[config.mk]
export PLATFORM = sky130hd
export DESIGN_NAME = switch_debounce3
export DESIGN_NICKNAME = d
export VERILOG_FILES = /design/src/rtl/switch_debounce3.sv
export SDC_FILE = /design/constraint.sdc
export NUM_CORES = 1
export LEC_CHECK = 0
export ABC_AREA = 1
export CAP_MARGIN = 10
export CORE_MARGIN = 2
export CORE_UTILIZATION = 45
export CTS_BUF_LIST = sky130_fd_sc_hd__clkbuf_16
export CTS_CLUSTER_SIZE = 25
export DETAILED_ROUTE_END_ITERATION = 7
export PLACE_DENSITY = 0.58
export REMOVE_ABC_BUFFERS = 1
export SETUP_SLACK_MARGIN = 0.5
export SLEW_MARGIN = 10
export SYNTH_ARGS = -nofsm -noshare
export SYNTH_HDL_FRONTEND = slang
export SYNTH_SLANG_ARGS = --single-unit
export TNS_END_PERCENT = 30
[constraint.sdc]
create_clock -name clk -period 1.6 [get_ports clk]
set_clock_uncertainty 0.05 [all_clocks]
set_input_delay 0.32 -clock clk [delete_from_list [all_inputs] [get_ports clk]]
set_output_delay 0.32 -clock clk [all_outputs]
set_load 0.02 [all_outputs]
[src/rtl/switch_debounce3.sv]
// Three-channel switch synchronizer and debouncer feeding the x/y/z sum-of-products stage.
// Each channel commits a new level only after STABLE_CYCLES consecutive disagreeing samples.
module switch_debounce3 #(
  parameter int STABLE_CYCLES = 50000,
  parameter int CNT_W         = 16
) (
  input  logic       clk,
  input  logic       rst_n,
  input  logic [2:0] sw_in,
  output logic       x,
  output logic       y,
  output logic       z,
  output logic       changed
);

  localparam logic [CNT_W-1:0] LP_LAST = CNT_W'(STABLE_CYCLES - 1);
  localparam logic [CNT_W-1:0] LP_ONE  = CNT_W'(1);

  typedef enum logic {
    ST_STABLE   = 1'b0,
    ST_COUNTING = 1'b1
  } state_t;

  logic [2:0] r_sync1;
  logic [2:0] r_sync2;
  logic [2:0] w_out;
  logic [2:0] w_commit;
  logic       r_changed;

  if (STABLE_CYCLES < 2 || STABLE_CYCLES > (2 ** CNT_W) - 1) begin : g_bad_param
    $error("switch_debounce3: STABLE_CYCLES out of range for CNT_W");
  end

  // Two-flop synchronizer; metastability is confined to r_sync1.
  always_ff @(posedge clk or negedge rst_n) begin
    if (!rst_n) begin
      r_sync1 <= '0;
      r_sync2 <= '0;
    end else begin
      r_sync1 <= sw_in;
      r_sync2 <= r_sync1;
    end
  end

  for (genvar i = 0; i < 3; i++) begin : g_ch
    state_t           r_state;
    state_t           w_stateNext;
    logic [CNT_W-1:0] r_cnt;
    logic [CNT_W-1:0] w_cntNext;
    logic             r_out;
    logic             w_outNext;
    logic             w_commitCh;

    always_ff @(posedge clk or negedge rst_n) begin
      if (!rst_n) begin
        r_state <= ST_STABLE;
        r_cnt   <= '0;
        r_out   <= 1'b0;
      end else begin
        r_state <= w_stateNext;
        r_cnt   <= w_cntNext;
        r_out   <= w_outNext;
      end
    end

    // Any agreeing sample while counting aborts and forces a full restart of the window.
    always_comb begin
      w_stateNext = r_state;
      w_cntNext   = r_cnt;
      w_outNext   = r_out;
      w_commitCh  = 1'b0;
      case (r_state)
        ST_STABLE: begin
          if (r_sync2[i] != r_out) begin
            w_stateNext = ST_COUNTING;
            w_cntNext   = LP_ONE;
          end
        end
        ST_COUNTING: begin
          if (r_sync2[i] == r_out) begin
            w_stateNext = ST_STABLE;
            w_cntNext   = '0;
          end else if (r_cnt == LP_LAST) begin
            w_stateNext = ST_STABLE;
            w_cntNext   = '0;
            w_outNext   = r_sync2[i];
            w_commitCh  = 1'b1;
          end else begin
            w_cntNext   = r_cnt + LP_ONE;
          end
        end
        default: begin
          w_stateNext = ST_STABLE;
          w_cntNext   = '0;
        end
      endcase
    end

    assign w_out[i]    = r_out;
    assign w_commit[i] = w_commitCh;
  end

  // Simultaneous commits merge into one pulse; back-to-back commits keep it high.
  always_ff @(posedge clk or negedge rst_n) begin
    if (!rst_n) begin
      r_changed <= 1'b0;
    end else begin
      r_changed <= |w_commit;
    end
  end

  assign x       = w_out[2];
  assign y       = w_out[1];
  assign z       = w_out[0];
  assign changed = r_changed;

endmodule

* Word level (Yosys, flattened, before mapping)
Cells that the tools add are included.
** Storage, ports and cells
- Register bits after elaboration :: 61
- Bits in latches :: 0
- Memory bits (writable) :: 0
- ROM bits :: 0
- Output and inout port bits :: 4
- Word-level logic and storage cells :: 70
- Memories :: 0
** Operators by class
- Add/sub/neg operators :: 3
- Multiply operators :: 0
- Divide/modulo/power cells :: 0
- $lt $le $gt $ge :: 0
- Equal/unequal tests :: 12
- Shift-type cells :: 0
- Multiplexer cells :: 33
- Bitwise gates (word level) :: 6
- Reduce and logical (&&, ||, !) cells :: 4
** Operators by type and width (number)
- 2-to-1 mux 16 bit :: 9
- case mux 16 bit (2 select lines) :: 3
- adder 16 x 1 -> 16 bit (second input constant) :: 3
- == test 16 bit (second input constant) :: 3
- 2-to-1 mux 1 bit :: 18
- AND reduction 3 bit :: 3
- != test 2 bit (second input constant) :: 3
- NOT 1 bit :: 6
- case mux 1 bit (2 select lines) :: 3
- == test 1 bit :: 3
- != test 1 bit :: 3
- OR reduction 3 bit :: 1

* Longest topological paths before layout
Gate-level depths: netlist (run 1).
- Depth in word-level cells :: 5
- Depth in mapped cells :: 10
- Depth with buffers taken out :: 10

* Worst setup path before layout (run 1)
Ideal clock, no wire load.
- Path type :: flip-flop to flip-flop
- From :: register g_ch[0].r_cnt[0]
- To :: register g_ch[0].r_cnt[5]
- Data arrival time :: 1.201 ns
- Required time :: 1.422 ns
- Slack :: 0.222 ns
- Stages on the path, launching flop included :: 8
- Buffers on the path :: 0
- Period minus slack after synthesis :: 1.378 ns
- Cells stage by stage :: dfrtp_1 -> ha_1 -> nand2_1 -> nor2_2 -> nand2_1 -> nand3b_1 -> nand2_2 -> o22ai_1
** On the way
- Word-level cells in the longest chain between the ends :: 4
** Ends and longest elaborated chain
- start: declaration :: RTL line 48 : logic [CNT_W-1:0] r_cnt;
- start signal: assignment :: RTL line 61 : r_cnt <= w_cntNext;
- adder 16 x 1 -> 16 bit or == test 16 bit (tied branches) :: RTL line 89, 83
- 2-to-1 mux 16 bit (*) :: RTL line 83 : end else if (r_cnt == LP_LAST) begin
- 2-to-1 mux 16 bit (*) :: RTL line 80 : if (r_sync2[i] == r_out) begin
- case mux 16 bit (2 select lines) (*) :: RTL line 72 : case (r_state)
Every way passes the cells marked *; elsewhere a longest branch is shown, timed or not.
A chain may end at the register's enable or synchronous reset.

* Worst setup path in the final report (run 1)
- From :: register g_ch[2].r_cnt[0]
- To :: register g_ch[2].r_cnt[12]
** On the way
- Word-level cells in the longest chain between the ends :: 4
** Ends and longest elaborated chain (RTL line)
- start: declaration :: 48
- start signal: assignment :: 61
- adder 16 x 1 -> 16 bit or == test 16 bit (tied branches) :: 89, 83
- 2-to-1 mux 16 bit (*) :: 83
- 2-to-1 mux 16 bit (*) :: 80
- case mux 16 bit (2 select lines) (*) :: 72
Marks and branches as above.

==> results of run 1 <==
## power by group
| part | leakage (nW) | switching (mW) | internal [mW] | total, mW |
|---|---|---|---|---|
| clock | 0.130 | 0.626 | 1.01 | 1.63 |
| combinational | 1.14 | 0.204 | 0.165 | 0.369 |
| sequential | 0.810 | 0.0403 | 1.59 | 1.63 |
| total | 2.08 | 0.870 | 2.76 | 3.63 |
## layer usage
| metal | part of all wire [%] | vias up | GRT usage, % |
|---|---|---|---|
| met5 | 0 | - | 0 |
| met3 | 2.2 | 15 | 3.73 |
| li1 | - | 1599 | - |
| met4 | 2.2 | 0 | 8.08 |
| met1 | 49 | 1506 | 26.8 |
| met2 | 47 | 44 | 31.9 |
## sequential cells by signal, indices dropped and copies added, names as in the netlist
name          flops
g_ch.r_cnt       48
changed           1
r_sync1           3
z                 1
g_ch.r_state      3
x                 1
y                 1
r_sync2           3
## path summary, 6_finish.rpt
check                                                   from                             to  cells after the start
worst min register to register          r_sync1[1]$_DFF_PN0_           r_sync2[1]$_DFF_PN0_                      0
min in group asynchronous                              rst_n   g_ch[0].r_cnt[4]$_DFFE_PN0P_                      3
worst min-delay path                    r_sync1[1]$_DFF_PN0_           r_sync2[1]$_DFF_PN0_                      0
max in group asynchronous                              rst_n  g_ch[2].r_cnt[10]$_DFFE_PN0P_                      3
worst max register to register  g_ch[2].r_cnt[0]$_DFFE_PN0P_  g_ch[2].r_cnt[12]$_DFFE_PN0P_                     10
worst max-delay path            g_ch[2].r_cnt[0]$_DFFE_PN0P_  g_ch[2].r_cnt[12]$_DFFE_PN0P_                     10
## per-stage QoR
stage | area, µm² | utilization (%)
6_report | 4580 | 62.5
3_3_place_gp | 3750 | 51.1
2_1_floorplan | 3410 | -
5_1_grt | 4580 | 62.5
3_5_place_dp | 3750 | 51.1
4_1_cts | 4230 | 57.8
## worst reg2reg max path, cell delays in order (launching register included)
cell and delay [ps]:
dfrtp_1 370, ha_2 200, nand2_2 60, inv_2 90, nand2_2 70, nor2_2 100
nand2_2 80, nand2_4 120, clkinvlp_4 160, nand3_2 90, nand2_1 40
## placed cells by master, fill, tap and decap left out, types with 3 or more instances in the layout
cell,netlist,final
buf_4,2,49
o21ai_0,11,8
nand2_1,146,134
nand4_1,12,12
nand3_2,1,13
nand3_1,40,27
nor2_4,2,15
buf_6,0,5
inv_2,2,9
nand2_4,0,4
nor2_1,36,25
clkbuf_16,0,9
o22ai_1,11,11
clkinv_1,1,4
nor2_2,13,11
clkdlybuf4s50_1,0,3
xor2_1,20,20
nand2_2,8,16
inv_1,56,49
o21ai_1,10,13
dfrtp_2,0,7
dfrtp_1,61,54
## what timing repair did
action	CTS	global route
setup buffers	13	24
endpoints found under the setup margin	59	59
pin swaps	9	24
cloned	1	0
resized for setup	48	56
hold buffers	1	0
hold endpoints to repair	61	0
## cell families (layout without fill, tap and decap cells)
kind of cell | count (synthesis) | in the layout | share of synthesized area (%)
DFF | 61 | 61 | 44.5
AOI/OAI and AO/OA | 40 | 40 | 6.96
xor gates and xnor gates | 23 | 23 | 5.87
adders and majority gates | 3 | 3 | 1.09
buffers and inverters | 63 | 138 | 7.18
and+or+nand+nor | 267 | 267 | 34.4
## final cells by class
| class | count | area (µm²) |
|---|---|---|
| well taps | 99 | 124 |
| fillers | 624 | 2750 |
| multi-input cells | 333 | 1910 |
| repair inverters | 1 | 7.51 |
| inverters | 59 | 231 |
| clock inverters | 6 | 23.8 |
| clock buffers | 9 | 225 |
| repair buffers | 63 | 523 |
| flip-flops and latches | 61 | 1540 |
==> results.toml, run 1 <==
[critical_path]
cp_max_fo = 5
r2r_slack_ps = 60
cpMostUsedCell = "nand2_2"
cpPeakStageDelay_ps = 370
critPathBufInv = 2
end_kind = "register"
start_kind = "register"
slowest_stage = "dfrtp_1"
required_ps = 1760
cp_data_arrival_time_ps = 1700
critPathKind = "register to register"
crit_chain = "ha_2 -> nand2_2 -> inv_2 -> nand2_2 -> nor2_2 -> nand2_2 -> nand2_4 -> clkinvlp_4 -> nand3_2 -> nand2_1"
crit_family = "simple AND/OR/NAND/NOR gates"

[place]
post-place-ws_ps = 34.1
port_buffers = 8
hpwl_um = 5230
gp_congestion = 0.844
dpl.cell_count = 577

[global_routing]
track_usage_pct = 20.0
overflow = 0
grt_pass1_wl_um = 13500
grt_max_degree = 62
antenna_found_initial = 0
grt_pass1_vias = 2980

[floorplan]
design.die.area_um2 = 8340
fp.dieW_um = 91.3
ios = 9
rows = 31
initial_core_util_pct = 46.8
die_h_um = 91.3
core_area_um2 = 7330

[logic_synthesis]
synth.area.top_cells = "dfrtp_1 (44%), nand2_1 (16%), inv_1 (6.1%)"
yosysMostFrequentCell = "nand2_1"
ys_ff_latch = 61
async_reset_ff_share_pct = 100
ys.flop_type = "dfrtp_1"
synth_top_area_share_pct = 44.5
syn-cell-area_um2 = 3430
synth_top_cell_by_area = "dfrtp_1"
yosys_warnings = 0
netlist_top_cells_count = "nand2_1 (146), dfrtp_1 (61), inv_1 (56)"
syn_area_per_cell_um2 = 7.51
synth_edf_count = 0
syn_inst = 457
yosysUniqueCellTypes = 30
yosysSeqAreaShare_pct = 44.5

[final_layout]
diodes = 0
drive_gt1_share_pct = 29.1
stdcell_count = 631
area_growth_pct = 33.5
layout.nets = 536

[cts]
cts_num_sinks = 61
cts_max_path_buffers = 2
cts_htree_levels = 3
root_buffer = "clkbuf_16"
clkSlewWorstSetupHoldPaths_ps = 50
cts_buffers = 9
clock_latency_ps = 320
cts_tree = "built"

[sta]
timing.final.crit_share_pct = 96.4
setup_violations = 0
finalHoldViolations = 0
setup_slack_ps = 57.4
fmax_mhz = 648
rsz0062_at_grt = "true"
tightest_slew_ps = 330
min_period_ps = 1540
whs_ps = 298
maxSlewViolCount = 0
tns_ps = 0
slew_headroom_pct = 78.0

[power]
vdd_drop_max_mv = 0.502
leakagePower_nw = 2.08
p_per_area_nw_per_um2 = 793
p_total_mw = 3.63

[detailed_routing]
dr.first_iter.drc_count = 114
drc_errors = 0
vias_per_cell = 5.01
post_drt_wl_per_cell_um = 12.9
first_pass_iters = 4
vias = 3164
routed_wl_um = 8140
antenna_left = 0

[run]
cap_violations = 0

[hold_path]
hold_class = "register to register"

[status]
outcome = "complete, no violations"
Power figures use the tool's default switching activity.
==> run 2: changes to the inputs <==
--- a/config.mk
+++ b/config.mk
@@ -19,4 +19,3 @@
 export SYNTH_ARGS = -nofsm -noshare
 export SYNTH_HDL_FRONTEND = slang
 export SYNTH_SLANG_ARGS = --single-unit
-export TNS_END_PERCENT = 30
==> results.toml, run 2 (synthesis gave the netlist of run 1 again) <==
[status]
outcome = "complete, no violations"

[detailed_routing]
vias_per_cell = 5.12
routed_wl_um = 9200
dr.max_layer_used = "met4"
first_pass_iters = 4
drc_errors = 0
antenna_left = 0
dr.first_iter.drc_count = 163
wl_met2_um = 4540
wl_met3_um = 359
vias = 3322
drt-met1-wl_um = 4170
post_drt_wl_per_cell_um = 14.2

[place]
port_buffers = 8
gp_congestion = 0.844
placedInstanceArea_um2 = 3750
post-place-ws_ps = 34.1
hpwl_um = 5230

[critical_path]
rr_worst_depth = 10
cp_data_arrival_time_ps = 1710
start_kind = "register"
cpMostUsedCell = "nand2_2"
cpPeakStageDelay_ps = 370
end_kind = "register"
required_ps = 1760
slowest_stage = "dfrtp_1"
crit_chain = "ha_2 -> nand2_2 -> inv_2 -> nand2_2 -> nor2_2 -> nand2_2 -> nand2_4 -> clkinvlp_4 -> nand2_1 -> nand2_1"
critPathKind = "register to register"
cp_max_fo = 4

[sta]
tns_ps = 0
whs_ps = 298
timing.final.crit_share_pct = 97.1
finalHoldViolations = 0
setup_violations = 0
min_period_ps = 1550
tightest_slew_ps = 333
maxSlewViolCount = 0
rsz0062_at_grt = "true"
setup_slack_ps = 47.0
fmax_mhz = 644
slew_headroom_pct = 77.6

[final_layout]
largest_reg_flops = 48
finish.utilization_pct = 68.7
most-common-layout-cells = "nand2_1 (129), buf_4 (55), dfrtp_1 (51)"
drive_gt1_share_pct = 40.2
layout.nets = 554
area_growth_pct = 46.8
fin_area_um2 = 5040
top_register = "g_ch.r_cnt"
diodes = 0
final_common_cell = "nand2_1"

[hold_path]
min_path_cells = 0
hold_class = "register to register"

[global_routing]
antenna_found_initial = 0
grt_pass1_wl_um = 14500
overflow = 0
track_usage_pct = 21.5
grt_max_degree = 62
grt_pass1_vias = 3177

[power]
p_per_area_nw_per_um2 = 738
vdd_drop_max_mv = 0.499
leakagePower_nw = 2.28

[cts]
cts_max_path_buffers = 2
cts_num_sinks = 61
root_buffer = "clkbuf_16"
cts_buffers = 9
clock_latency_ps = 320
clkSlewWorstSetupHoldPaths_ps = 60
cts_tree = "built"
cts_htree_levels = 3

[floorplan]
fp.dieW_um = 91.3
die_h_um = 91.3
core_area_um2 = 7330
ios = 9
rows = 31
initial_core_util_pct = 46.8
design.die.area_um2 = 8340

[run]
cap_violations = 0
## run 2: cell types whose count changed in the layout (fill, tap and decap cells not counted), sizes merged
cell / change
buf: +18
## run 2: layer usage
| layer | global-route usage (%) | vias up |
|---|---|---|
| met5 | 0 | - |
| li1 | - | 1637 |
| met2 | 35.8 | 77 |
| met1 | 28.7 | 1595 |
| met3 | 3.40 | 13 |
| met4 | 6.94 | 0 |
## run 2: critical path: cells and delay by family, from the launching register on
kind	cells	cell delay, ps
fa+ha+maj	1	210
flops	1	370
buf+inv	2	240
simple gates	7	570
## run 2: final cells by class
| type | count | area (µm²) |
|---|---|---|
| clock buffer | 9 | 225 |
| clock inverter | 6 | 23.8 |
| fill | 533 | 2290 |
| inverter | 59 | 233 |
| multi-input combinational | 333 | 2170 |
| sequential | 61 | 1540 |
| tap | 99 | 124 |
| timing repair buffer | 81 | 718 |
| timing repair inverter | 1 | 7.51 |
## run 2: repair_timing
| action | CTS | global route |
|---|---|---|
| hold buffers | 1 | 0 |
| gates cloned | 1 | 0 |
| pin swaps | 42 | 43 |
| buffers inserted | 40 | 15 |
| setup endpoints to repair | 59 | 59 |
| hold endpoints to repair | 61 | 0 |
| resized for setup | 115 | 66 |
## run 2: worst paths after layout
path	start	endpoint	slack, ps
max	g_ch[2].r_cnt[0]$_DFFE_PN0P_	g_ch[2].r_cnt[11]$_DFFE_PN0P_	50
min reg2reg	r_sync1[1]$_DFF_PN0_	r_sync2[1]$_DFF_PN0_	300
max in group asynchronous	rst_n	g_ch[2].r_cnt[10]$_DFFE_PN0P_	710
min	r_sync1[1]$_DFF_PN0_	r_sync2[1]$_DFF_PN0_	300
max reg2reg	g_ch[2].r_cnt[0]$_DFFE_PN0P_	g_ch[2].r_cnt[11]$_DFFE_PN0P_	50
min in group asynchronous	rst_n	g_ch[0].r_cnt[4]$_DFFE_PN0P_	480
## run 2: metrics by stage
stage,cells,power [mW]
after floorplan,453,1.79
after global placement,577,1.91
after detailed placement,577,1.91
after CTS,634,3.68
after global routing,649,3.88
final,649,3.72
## run 2: power by group
| part | switching [mW] | leakage, nW | total [mW] | internal, mW |
|---|---|---|---|---|
| clock | 0.637 | 0.130 | 1.64 | 1.01 |
| sequential | 0.0483 | 0.805 | 1.64 | 1.59 |
| combinational | 0.236 | 1.34 | 0.434 | 0.198 |
